**config.mk**
```make
export PLATFORM = sky130hd
export DESIGN_NAME = axi_wr_dispatch_flat
export DESIGN_NICKNAME = d
export VERILOG_FILES = /design/src/rtl/axi_wr_dispatch_if.sv /design/src/rtl/axi_wr_dispatch.sv /design/src/flat_wrapper.sv
export SDC_FILE = /design/constraint.sdc
export NUM_CORES = 1
export LEC_CHECK = 0
export ABC_AREA = 0
export BUFFER_PORTS_ARGS = -buffer_cell sky130_fd_sc_hd__buf_2
export CAP_MARGIN = 20
export CORE_UTILIZATION = 59
export CTS_BUF_LIST = sky130_fd_sc_hd__clkbuf_4
export DETAILED_ROUTE_END_ITERATION = 6
export PLACE_DENSITY = 0.83
export RECOVER_POWER = 25
export SYNTH_ARGS = -nofsm -noshare
export SYNTH_HDL_FRONTEND = slang
export SYNTH_SLANG_ARGS = --single-unit
```
**constraint.sdc**
```tcl
create_clock -name clk -period 5.9 [get_ports clk]
set_input_delay 1.18 -clock clk [delete_from_list [all_inputs] [get_ports clk]]
set_output_delay 1.18 -clock clk [all_outputs]
set_load 0.01 [all_outputs]
```
**src/rtl/axi_wr_dispatch_if.sv**
```systemverilog
// Bundle of the write-beat input, the completion pulses, the IRAM/WRAM write ports
// and the command-FIFO consumer port for axi_wr_dispatch.
interface axi_wr_dispatch_if #(
  parameter int ADDR_WIDTH  = 11,
  parameter int WDATA_WIDTH = 32,
  parameter int RAM_AW      = 9,
  parameter int FIFO_DEPTH  = 8
);
  localparam int BE_W  = WDATA_WIDTH / 8;
  localparam int CNT_W = $clog2(FIFO_DEPTH) + 1;

  logic                        axi_wr_vld;
  logic [ADDR_WIDTH-1:0]       axi_wr_addr;
  logic [WDATA_WIDTH-1:0]      axi_wr_data;
  logic [WDATA_WIDTH-1:0]      axi_wr_strb;
  logic [1:0]                  axi_wr_region;

  logic                        fifo_wr_done;
  logic                        fifo_err;
  logic                        iram_wr_done;
  logic                        wram_wr_done;

  logic                        iram_we;
  logic [RAM_AW-1:0]           iram_addr;
  logic [WDATA_WIDTH-1:0]      iram_wdata;
  logic [BE_W-1:0]             iram_be;
  logic                        iram_ready;

  logic                        wram_we;
  logic [RAM_AW-1:0]           wram_addr;
  logic [WDATA_WIDTH-1:0]      wram_wdata;
  logic [BE_W-1:0]             wram_be;
  logic                        wram_ready;

  logic                        fifo_rd_en;
  logic [WDATA_WIDTH+BE_W-1:0] fifo_rd_data;
  logic                        fifo_empty;
  logic [CNT_W-1:0]            fifo_count;

  modport slave (
    input  axi_wr_vld, axi_wr_addr, axi_wr_data, axi_wr_strb, axi_wr_region,
    input  iram_ready, wram_ready, fifo_rd_en,
    output fifo_wr_done, fifo_err, iram_wr_done, wram_wr_done,
    output iram_we, iram_addr, iram_wdata, iram_be,
    output wram_we, wram_addr, wram_wdata, wram_be,
    output fifo_rd_data, fifo_empty, fifo_count
  );

  modport master (
    output axi_wr_vld, axi_wr_addr, axi_wr_data, axi_wr_strb, axi_wr_region,
    output iram_ready, wram_ready, fifo_rd_en,
    input  fifo_wr_done, fifo_err, iram_wr_done, wram_wr_done,
    input  iram_we, iram_addr, iram_wdata, iram_be,
    input  wram_we, wram_addr, wram_wdata, wram_be,
    input  fifo_rd_data, fifo_empty, fifo_count
  );
endinterface

```
**src/rtl/axi_wr_dispatch.sv**
```systemverilog
// Routes one AXI write beat by region to the command FIFO, IRAM or WRAM and returns completion pulses.
// Optional saturating error counter (ovf_cnt/ovf_clr) enabled by macro AXI_WR_DISPATCH_OVF_CNT_EN.
module axi_wr_dispatch #(
  parameter int ADDR_WIDTH  = 11,
  parameter int WDATA_WIDTH = 32,
  parameter int RAM_AW      = 9,
  parameter int FIFO_DEPTH  = 8
) (
  input  logic clk,
  input  logic rst,
  axi_wr_dispatch_if.slave bus
`ifdef AXI_WR_DISPATCH_OVF_CNT_EN
  ,
  input  logic       ovf_clr,
  output logic [7:0] ovf_cnt
`endif
);
  localparam int BE_W  = WDATA_WIDTH / 8;
  localparam int PTR_W = $clog2(FIFO_DEPTH);
  localparam int ENT_W = WDATA_WIDTH + BE_W;

  localparam logic [PTR_W-1:0] PTR_ONE  = 1;
  localparam logic [PTR_W:0]   CNT_ONE  = 1;
  localparam logic [PTR_W:0]   CNT_FULL = FIFO_DEPTH;

  typedef enum logic [1:0] {
    IDLE    = 2'd0,
    IRAM_WR = 2'd1,
    WRAM_WR = 2'd2
  } state_e;

  state_e                 state_q, state_d;
  logic [RAM_AW-1:0]      ram_addr_q, ram_addr_d;
  logic [WDATA_WIDTH-1:0] ram_data_q, ram_data_d;
  logic [BE_W-1:0]        ram_be_q, ram_be_d;
  logic                   fifo_done_q, fifo_done_d;
  logic                   fifo_err_q, fifo_err_d;
  logic                   iram_done_q, iram_done_d;
  logic                   wram_done_q, wram_done_d;

  logic [ENT_W-1:0]       mem_q [FIFO_DEPTH];
  logic [PTR_W-1:0]       wr_ptr_q, rd_ptr_q;
  logic [PTR_W:0]         count_q;

  logic [BE_W-1:0]        be_s;
  logic [RAM_AW-1:0]      word_addr_s;
  logic                   full_s, empty_s, pop_s, push_s;

  // Byte enable k is taken from the low bit of each byte-expanded strobe lane
  always_comb begin
    be_s = '0;
    for (int k = 0; k < BE_W; k++) begin
      be_s[k] = bus.axi_wr_strb[8*k];
    end
  end

  assign word_addr_s = RAM_AW'(bus.axi_wr_addr[ADDR_WIDTH-1:2]);
  assign full_s      = (count_q == CNT_FULL);
  assign empty_s     = (count_q == '0);
  assign pop_s       = bus.fifo_rd_en & ~empty_s;
  // A full FIFO still accepts when the consumer frees the head in the same cycle
  assign push_s      = (state_q == IDLE) & bus.axi_wr_vld & (bus.axi_wr_region == 2'd0)
                       & (~full_s | pop_s);

  // Dispatch next-state, beat capture and completion pulse generation
  always_comb begin
    state_d     = state_q;
    ram_addr_d  = ram_addr_q;
    ram_data_d  = ram_data_q;
    ram_be_d    = ram_be_q;
    fifo_done_d = 1'b0;
    fifo_err_d  = 1'b0;
    iram_done_d = 1'b0;
    wram_done_d = 1'b0;
    case (state_q)
      IDLE: begin
        if (bus.axi_wr_vld) begin
          case (bus.axi_wr_region)
            2'd0: begin
              fifo_done_d = 1'b1;
              fifo_err_d  = ~push_s;
            end
            2'd1: begin
              state_d    = IRAM_WR;
              ram_addr_d = word_addr_s;
              ram_data_d = bus.axi_wr_data;
              ram_be_d   = be_s;
            end
            2'd2: begin
              state_d    = WRAM_WR;
              ram_addr_d = word_addr_s;
              ram_data_d = bus.axi_wr_data;
              ram_be_d   = be_s;
            end
            default: begin
              fifo_done_d = 1'b1;
              fifo_err_d  = 1'b1;
            end
          endcase
        end else begin
          state_d = IDLE;
        end
      end
      IRAM_WR: begin
        if (bus.iram_ready) begin
          state_d     = IDLE;
          iram_done_d = 1'b1;
        end else begin
          state_d = IRAM_WR;
        end
      end
      WRAM_WR: begin
        if (bus.wram_ready) begin
          state_d     = IDLE;
          wram_done_d = 1'b1;
        end else begin
          state_d = WRAM_WR;
        end
      end
      default: state_d = IDLE;
    endcase
  end

  // Dispatch state, captured beat and completion pulse registers
  always_ff @(posedge clk or posedge rst) begin
    if (rst) begin
      state_q     <= IDLE;
      ram_addr_q  <= '0;
      ram_data_q  <= '0;
      ram_be_q    <= '0;
      fifo_done_q <= 1'b0;
      fifo_err_q  <= 1'b0;
      iram_done_q <= 1'b0;
      wram_done_q <= 1'b0;
    end else begin
      state_q     <= state_d;
      ram_addr_q  <= ram_addr_d;
      ram_data_q  <= ram_data_d;
      ram_be_q    <= ram_be_d;
      fifo_done_q <= fifo_done_d;
      fifo_err_q  <= fifo_err_d;
      iram_done_q <= iram_done_d;
      wram_done_q <= wram_done_d;
    end
  end

  // FIFO pointers and occupancy; pointers wrap because the depth is a power of two
  always_ff @(posedge clk or posedge rst) begin
    if (rst) begin
      wr_ptr_q <= '0;
      rd_ptr_q <= '0;
      count_q  <= '0;
    end else begin
      if (push_s) begin
        wr_ptr_q <= wr_ptr_q + PTR_ONE;
      end
      if (pop_s) begin
        rd_ptr_q <= rd_ptr_q + PTR_ONE;
      end
      case ({push_s, pop_s})
        2'b10:   count_q <= count_q + CNT_ONE;
        2'b01:   count_q <= count_q - CNT_ONE;
        default: count_q <= count_q;
      endcase
    end
  end

  // FIFO storage
  always_ff @(posedge clk) begin
    if (push_s) begin
      mem_q[wr_ptr_q] <= {be_s, bus.axi_wr_data};
    end
  end

  assign bus.fifo_wr_done = fifo_done_q;
  assign bus.fifo_err     = fifo_err_q;
  assign bus.iram_wr_done = iram_done_q;
  assign bus.wram_wr_done = wram_done_q;

  assign bus.iram_we      = (state_q == IRAM_WR);
  assign bus.iram_addr    = ram_addr_q;
  assign bus.iram_wdata   = ram_data_q;
  assign bus.iram_be      = ram_be_q;
  assign bus.wram_we      = (state_q == WRAM_WR);
  assign bus.wram_addr    = ram_addr_q;
  assign bus.wram_wdata   = ram_data_q;
  assign bus.wram_be      = ram_be_q;

  assign bus.fifo_rd_data = mem_q[rd_ptr_q];
  assign bus.fifo_empty   = empty_s;
  assign bus.fifo_count   = count_q;

`ifdef AXI_WR_DISPATCH_OVF_CNT_EN
  logic [7:0] ovf_cnt_q, ovf_cnt_d;

  // Counts error completions, saturating; clear wins over a coincident increment
  always_comb begin
    ovf_cnt_d = ovf_cnt_q;
    if (ovf_clr) begin
      ovf_cnt_d = 8'd0;
    end else if (fifo_err_d && (ovf_cnt_q != 8'hFF)) begin
      ovf_cnt_d = ovf_cnt_q + 8'd1;
    end else begin
      ovf_cnt_d = ovf_cnt_q;
    end
  end

  // Error counter register
  always_ff @(posedge clk or posedge rst) begin
    if (rst) begin
      ovf_cnt_q <= 8'd0;
    end else begin
      ovf_cnt_q <= ovf_cnt_d;
    end
  end

  assign ovf_cnt = ovf_cnt_q;
`endif
endmodule

```
**src/flat_wrapper.sv**
```systemverilog
// flat-port wrapper written by rule: the top's interface ports become plain ports
module axi_wr_dispatch_flat 
#(
  parameter int ADDR_WIDTH  = 11,
  parameter int WDATA_WIDTH = 32,
  parameter int RAM_AW      = 9,
  parameter int FIFO_DEPTH  = 8
)
  (clk, rst, bus_axi_wr_vld, bus_axi_wr_addr, bus_axi_wr_data, bus_axi_wr_strb, bus_axi_wr_region, bus_iram_ready, bus_wram_ready, bus_fifo_rd_en, bus_fifo_wr_done, bus_fifo_err, bus_iram_wr_done, bus_wram_wr_done, bus_iram_we, bus_iram_addr, bus_iram_wdata, bus_iram_be, bus_wram_we, bus_wram_addr, bus_wram_wdata, bus_wram_be, bus_fifo_rd_data, bus_fifo_empty, bus_fifo_count);
  axi_wr_dispatch_if #(.ADDR_WIDTH(ADDR_WIDTH), .WDATA_WIDTH(WDATA_WIDTH), .RAM_AW(RAM_AW), .FIFO_DEPTH(FIFO_DEPTH)) bus_i ();
  input  logic clk;
  input  logic rst;
  input wire logic [$bits(bus_i.axi_wr_vld)-1:0] bus_axi_wr_vld;
  input wire logic [$bits(bus_i.axi_wr_addr)-1:0] bus_axi_wr_addr;
  input wire logic [$bits(bus_i.axi_wr_data)-1:0] bus_axi_wr_data;
  input wire logic [$bits(bus_i.axi_wr_strb)-1:0] bus_axi_wr_strb;
  input wire logic [$bits(bus_i.axi_wr_region)-1:0] bus_axi_wr_region;
  input wire logic [$bits(bus_i.iram_ready)-1:0] bus_iram_ready;
  input wire logic [$bits(bus_i.wram_ready)-1:0] bus_wram_ready;
  input wire logic [$bits(bus_i.fifo_rd_en)-1:0] bus_fifo_rd_en;
  output wire logic [$bits(bus_i.fifo_wr_done)-1:0] bus_fifo_wr_done;
  output wire logic [$bits(bus_i.fifo_err)-1:0] bus_fifo_err;
  output wire logic [$bits(bus_i.iram_wr_done)-1:0] bus_iram_wr_done;
  output wire logic [$bits(bus_i.wram_wr_done)-1:0] bus_wram_wr_done;
  output wire logic [$bits(bus_i.iram_we)-1:0] bus_iram_we;
  output wire logic [$bits(bus_i.iram_addr)-1:0] bus_iram_addr;
  output wire logic [$bits(bus_i.iram_wdata)-1:0] bus_iram_wdata;
  output wire logic [$bits(bus_i.iram_be)-1:0] bus_iram_be;
  output wire logic [$bits(bus_i.wram_we)-1:0] bus_wram_we;
  output wire logic [$bits(bus_i.wram_addr)-1:0] bus_wram_addr;
  output wire logic [$bits(bus_i.wram_wdata)-1:0] bus_wram_wdata;
  output wire logic [$bits(bus_i.wram_be)-1:0] bus_wram_be;
  output wire logic [$bits(bus_i.fifo_rd_data)-1:0] bus_fifo_rd_data;
  output wire logic [$bits(bus_i.fifo_empty)-1:0] bus_fifo_empty;
  output wire logic [$bits(bus_i.fifo_count)-1:0] bus_fifo_count;
  assign bus_i.axi_wr_vld = bus_axi_wr_vld;
  assign bus_i.axi_wr_addr = bus_axi_wr_addr;
  assign bus_i.axi_wr_data = bus_axi_wr_data;
  assign bus_i.axi_wr_strb = bus_axi_wr_strb;
  assign bus_i.axi_wr_region = bus_axi_wr_region;
  assign bus_i.iram_ready = bus_iram_ready;
  assign bus_i.wram_ready = bus_wram_ready;
  assign bus_i.fifo_rd_en = bus_fifo_rd_en;
  assign bus_fifo_wr_done = bus_i.fifo_wr_done;
  assign bus_fifo_err = bus_i.fifo_err;
  assign bus_iram_wr_done = bus_i.iram_wr_done;
  assign bus_wram_wr_done = bus_i.wram_wr_done;
  assign bus_iram_we = bus_i.iram_we;
  assign bus_iram_addr = bus_i.iram_addr;
  assign bus_iram_wdata = bus_i.iram_wdata;
  assign bus_iram_be = bus_i.iram_be;
  assign bus_wram_we = bus_i.wram_we;
  assign bus_wram_addr = bus_i.wram_addr;
  assign bus_wram_wdata = bus_i.wram_wdata;
  assign bus_wram_be = bus_i.wram_be;
  assign bus_fifo_rd_data = bus_i.fifo_rd_data;
  assign bus_fifo_empty = bus_i.fifo_empty;
  assign bus_fifo_count = bus_i.fifo_count;
  axi_wr_dispatch #(.ADDR_WIDTH(ADDR_WIDTH), .WDATA_WIDTH(WDATA_WIDTH), .RAM_AW(RAM_AW), .FIFO_DEPTH(FIFO_DEPTH)) u_core (.clk(clk), .rst(rst), .bus(bus_i));
endmodule
```
==> summary.txt <==
row count -> 56
Synth area leaders -> edfxtp_1 (62%), dfrtp_1 (11%), mux4_1 (11%)
# DRC -> 0
Slowest Stage Delay on Critical Path -> 1.07 ns
Most used DFF post-synth -> edfxtp_1
CP Buf/Inv Count -> 2
I/O Pins -> 220
CTS tree -> yes
clock sinks -> 349
largest net degree at the start of global routing -> 75
final non-filler cell area -> 16,000 µm²
hold wc startpoint -> u_core.bus.iram_wdata[18]
GRT overflow -> 0
Worst-path clk slew -> 0.07 ns
Total Wirelength -> 26,300 µm
PostCTS Resize Cnt -> 0
Area Overhead vs Synth -> 14.1%
initial antenna violation count -> 1
core area -> 23,400 µm²
Period minus WS final -> 4.52 ns
Max-cap violations -> 0
Pins Over Slew Limit -> 0
syn_area_per_cell -> 21.6 µm²
Pwr per Cell Area -> 427 nW/µm²
register share of total power -> 0.476
Synthesis Warnings -> 0
initial core utilization -> 0.599
WL/cell -> 21.0 µm
initial detailed-routing violation count -> 355
fmax -> 0.221 GHz
Sw Pwr -> 2030 µW
hpwl dp -> 14,800 µm
FF-to-FF Start -> u_core.bus.fifo_count[0]
Syn Nets -> 742
via count -> 7,067
clock network power share -> 0.269
clk buf depth -> 3
TritonRoute pass-1 iters -> 4
Post-DRT Antenna Nets -> 0
Post-CTS Setup Bufs -> 0
Synth Instances -> 650
Num CTS Buffers -> 85
CP arrival -> 3.34 ns
Sw Share -> 0.297
Synth cell types -> 40
Final Instance Count excl. Fillers -> 1,253
fraction of layout cells with a size suffix above 1 -> 0.444
DP Cell Count -> 1,099
CTS hold repair buffers -> 0
FFs w/ async S/R, synth -> 0.175
period utilization -> 0.765
Worst Setup Slack, final -> 1.38 ns
CP Class -> reg -> out
Critical Path Source -> u_core.rd_ptr_q[0]
skew final -> 0.0374 ns
clock root cell -> clkbuf_4
final hold vios -> 0
vias in the first global route -> 7,386
first-pass GRT wire length -> 39,200 µm
Pint -> 4800 µW
total power -> 6830 µW
CP delay by family, top -> flip-flops
gp weighted congestion -> 0.741
final core utilization -> 0.684
number of port buffers -> 189
Setup WS pre-CTS -> 2.04 ns
leading area contributor after synthesis -> edfxtp_1
RSZ-0062 raised after global routing -> false
worst skew pair latency -> 0.67 ns
most frequent cells in the layout -> edfxtp_1 (288), buf_2 (156), clkbuf_4 (121)
share of the synthesized area in the top cell type -> 0.617
Combinational Power Share -> 0.255
placed inst area -> 15,000 µm²
final net count -> 960
flops & latches, synth -> 349
Slew @ Worst Pin -> 1.13 ns
Die Span Y -> 156 µm
sequential cell area fraction in the yosys report -> 0.726
VDD IR max -> 258 µV
CP max-delay cell -> dfrtp_4
outcome -> completed
Hold Path Class -> reg -> reg
final setup vio count -> 0
synthesized area -> 14,000 µm²
Vias/cell -> 5.64
crit-path cells -> buf_4, mux4_1, mux2_2, buf_2
htree depth -> 3
Total Routing Usage GR -> 0.222
Die Wd -> 156 µm
relative slew slack -> 0.250
CP Max Fanout -> 53
Total Die Area -> 24,400 µm²
Critical Path Source Type -> register
number of flops mapped to enable cells by yosys -> 288
commonest non-fill, non-tap cell in the layout -> edfxtp_1
CP Capture Type -> primary output
critical path required time -> 4.72 ns
leakage -> 0.00593 µW
==> cells in the mapped netlist (2+ instances only) <==
library cell / count
buf_1: 10
and2_1: 3
nor3_1: 3
a21oi_1: 2
nor4b_1: 3
o21ai_0: 2
clkbuf_1: 2
ha_1: 8
buf_4: 47
nand2_1: 5
edfxtp_1: 288
nand2b_1: 2
o211ai_1: 2
clkbuf_2: 2
mux2_2: 85
inv_1: 9
nor2b_1: 3
mux4_1: 57
dfrtp_1: 61
xnor2_1: 4
buf_6: 12
xor2_1: 2
nor4_1: 2
nor2_1: 5
mux4_2: 15
nor3b_1: 2
==> per-layer routing <==
metal / vias up / wire (µm) / GRT usage
met4: 0 / 576 / 0.101
met5: - / 0 / 0
met2: 300 / 13400 / 0.372
met3: 46 / 1850 / 0.0539
met1: 3598 / 10400 / 0.275
li1: 3123 / - / -
==> layout make-up <==
type                            instances  area [µm²]
Fill cell                            1561        7400
Clock buffer                          121         908
Inverter                                9        33.8
Multi-Input combinational cell        218        3320
Antenna cell                            2        5.00
Tap cell                              319         399
Sequential cell                       349       10200
Clock inverter                         30         119
Timing Repair Buffer                  205        1030
==> logic make-up after synthesis <==
logic type | share of synthesized area
flip-flops | 0.726
multiplexers | 0.200
buffers and inverters | 0.0415
AND/OR/NAND/NOR | 0.0148
AO/OA/AOI/OAI | 0.00598
adder cells (fa/ha/maj) | 0.00857
XOR/XNOR | 0.00375
==> power by group through the flow <==
stage | combinational (µW) | sequential [µW] | clock, µW
floorplan | 1470 | 3060 | 0
global placement | 1710 | 3270 | 0
detailed placement | 1760 | 3310 | 0
CTS | 1770 | 3260 | 1890
global route | 1870 | 3290 | 2020
finish | 1740 | 3250 | 1840
==> metrics by stage <==
step | hold slack [ns] | setup TNS [ns]
3_5_place_dp | 0.509 | 0
6_report | 0.520 | 0
3_3_place_gp | 0.501 | 0
5_1_grt | 0.546 | 0
4_1_cts | 0.524 | 0
2_1_floorplan | 0.486 | -8.82
==> sequential cells by signal (all words and copies together) (netlist names) <==
| register | count |
|---|---|
| u_core.bus.wram_wr_done | 1 |
| u_core.bus.iram_be | 4 |
| u_core.bus.fifo_wr_done | 1 |
| u_core.bus.iram_wdata | 32 |
| u_core.bus.iram_addr | 9 |
| u_core.bus.fifo_count | 4 |
| u_core.bus.fifo_err | 1 |
| u_core.bus.iram_wr_done | 1 |
| u_core.rd_ptr_q | 3 |
| u_core.wr_ptr_q | 3 |
| u_core.mem_q | 288 |
| u_core.state_q | 2 |
==> final timing paths <==
path / endpoint / slack [ns] / cells past startpoint
max in group asynchronous: u_core.rd_ptr_q[1] / 4.45 / 3
min in group asynchronous: u_core.bus.iram_wdata[3] / 0.78 / 3
hold / removal: u_core.bus.iram_wdata[18] / 0.52 / 1
setup / recovery: bus_fifo_rd_data[12] / 1.38 / 4
hold reg to reg: u_core.bus.iram_wdata[18] / 0.52 / 1
setup reg to reg: u_core.bus.fifo_count[3] / 2.80 / 8
No activity file was read; power rests on OpenSTA's default activity.
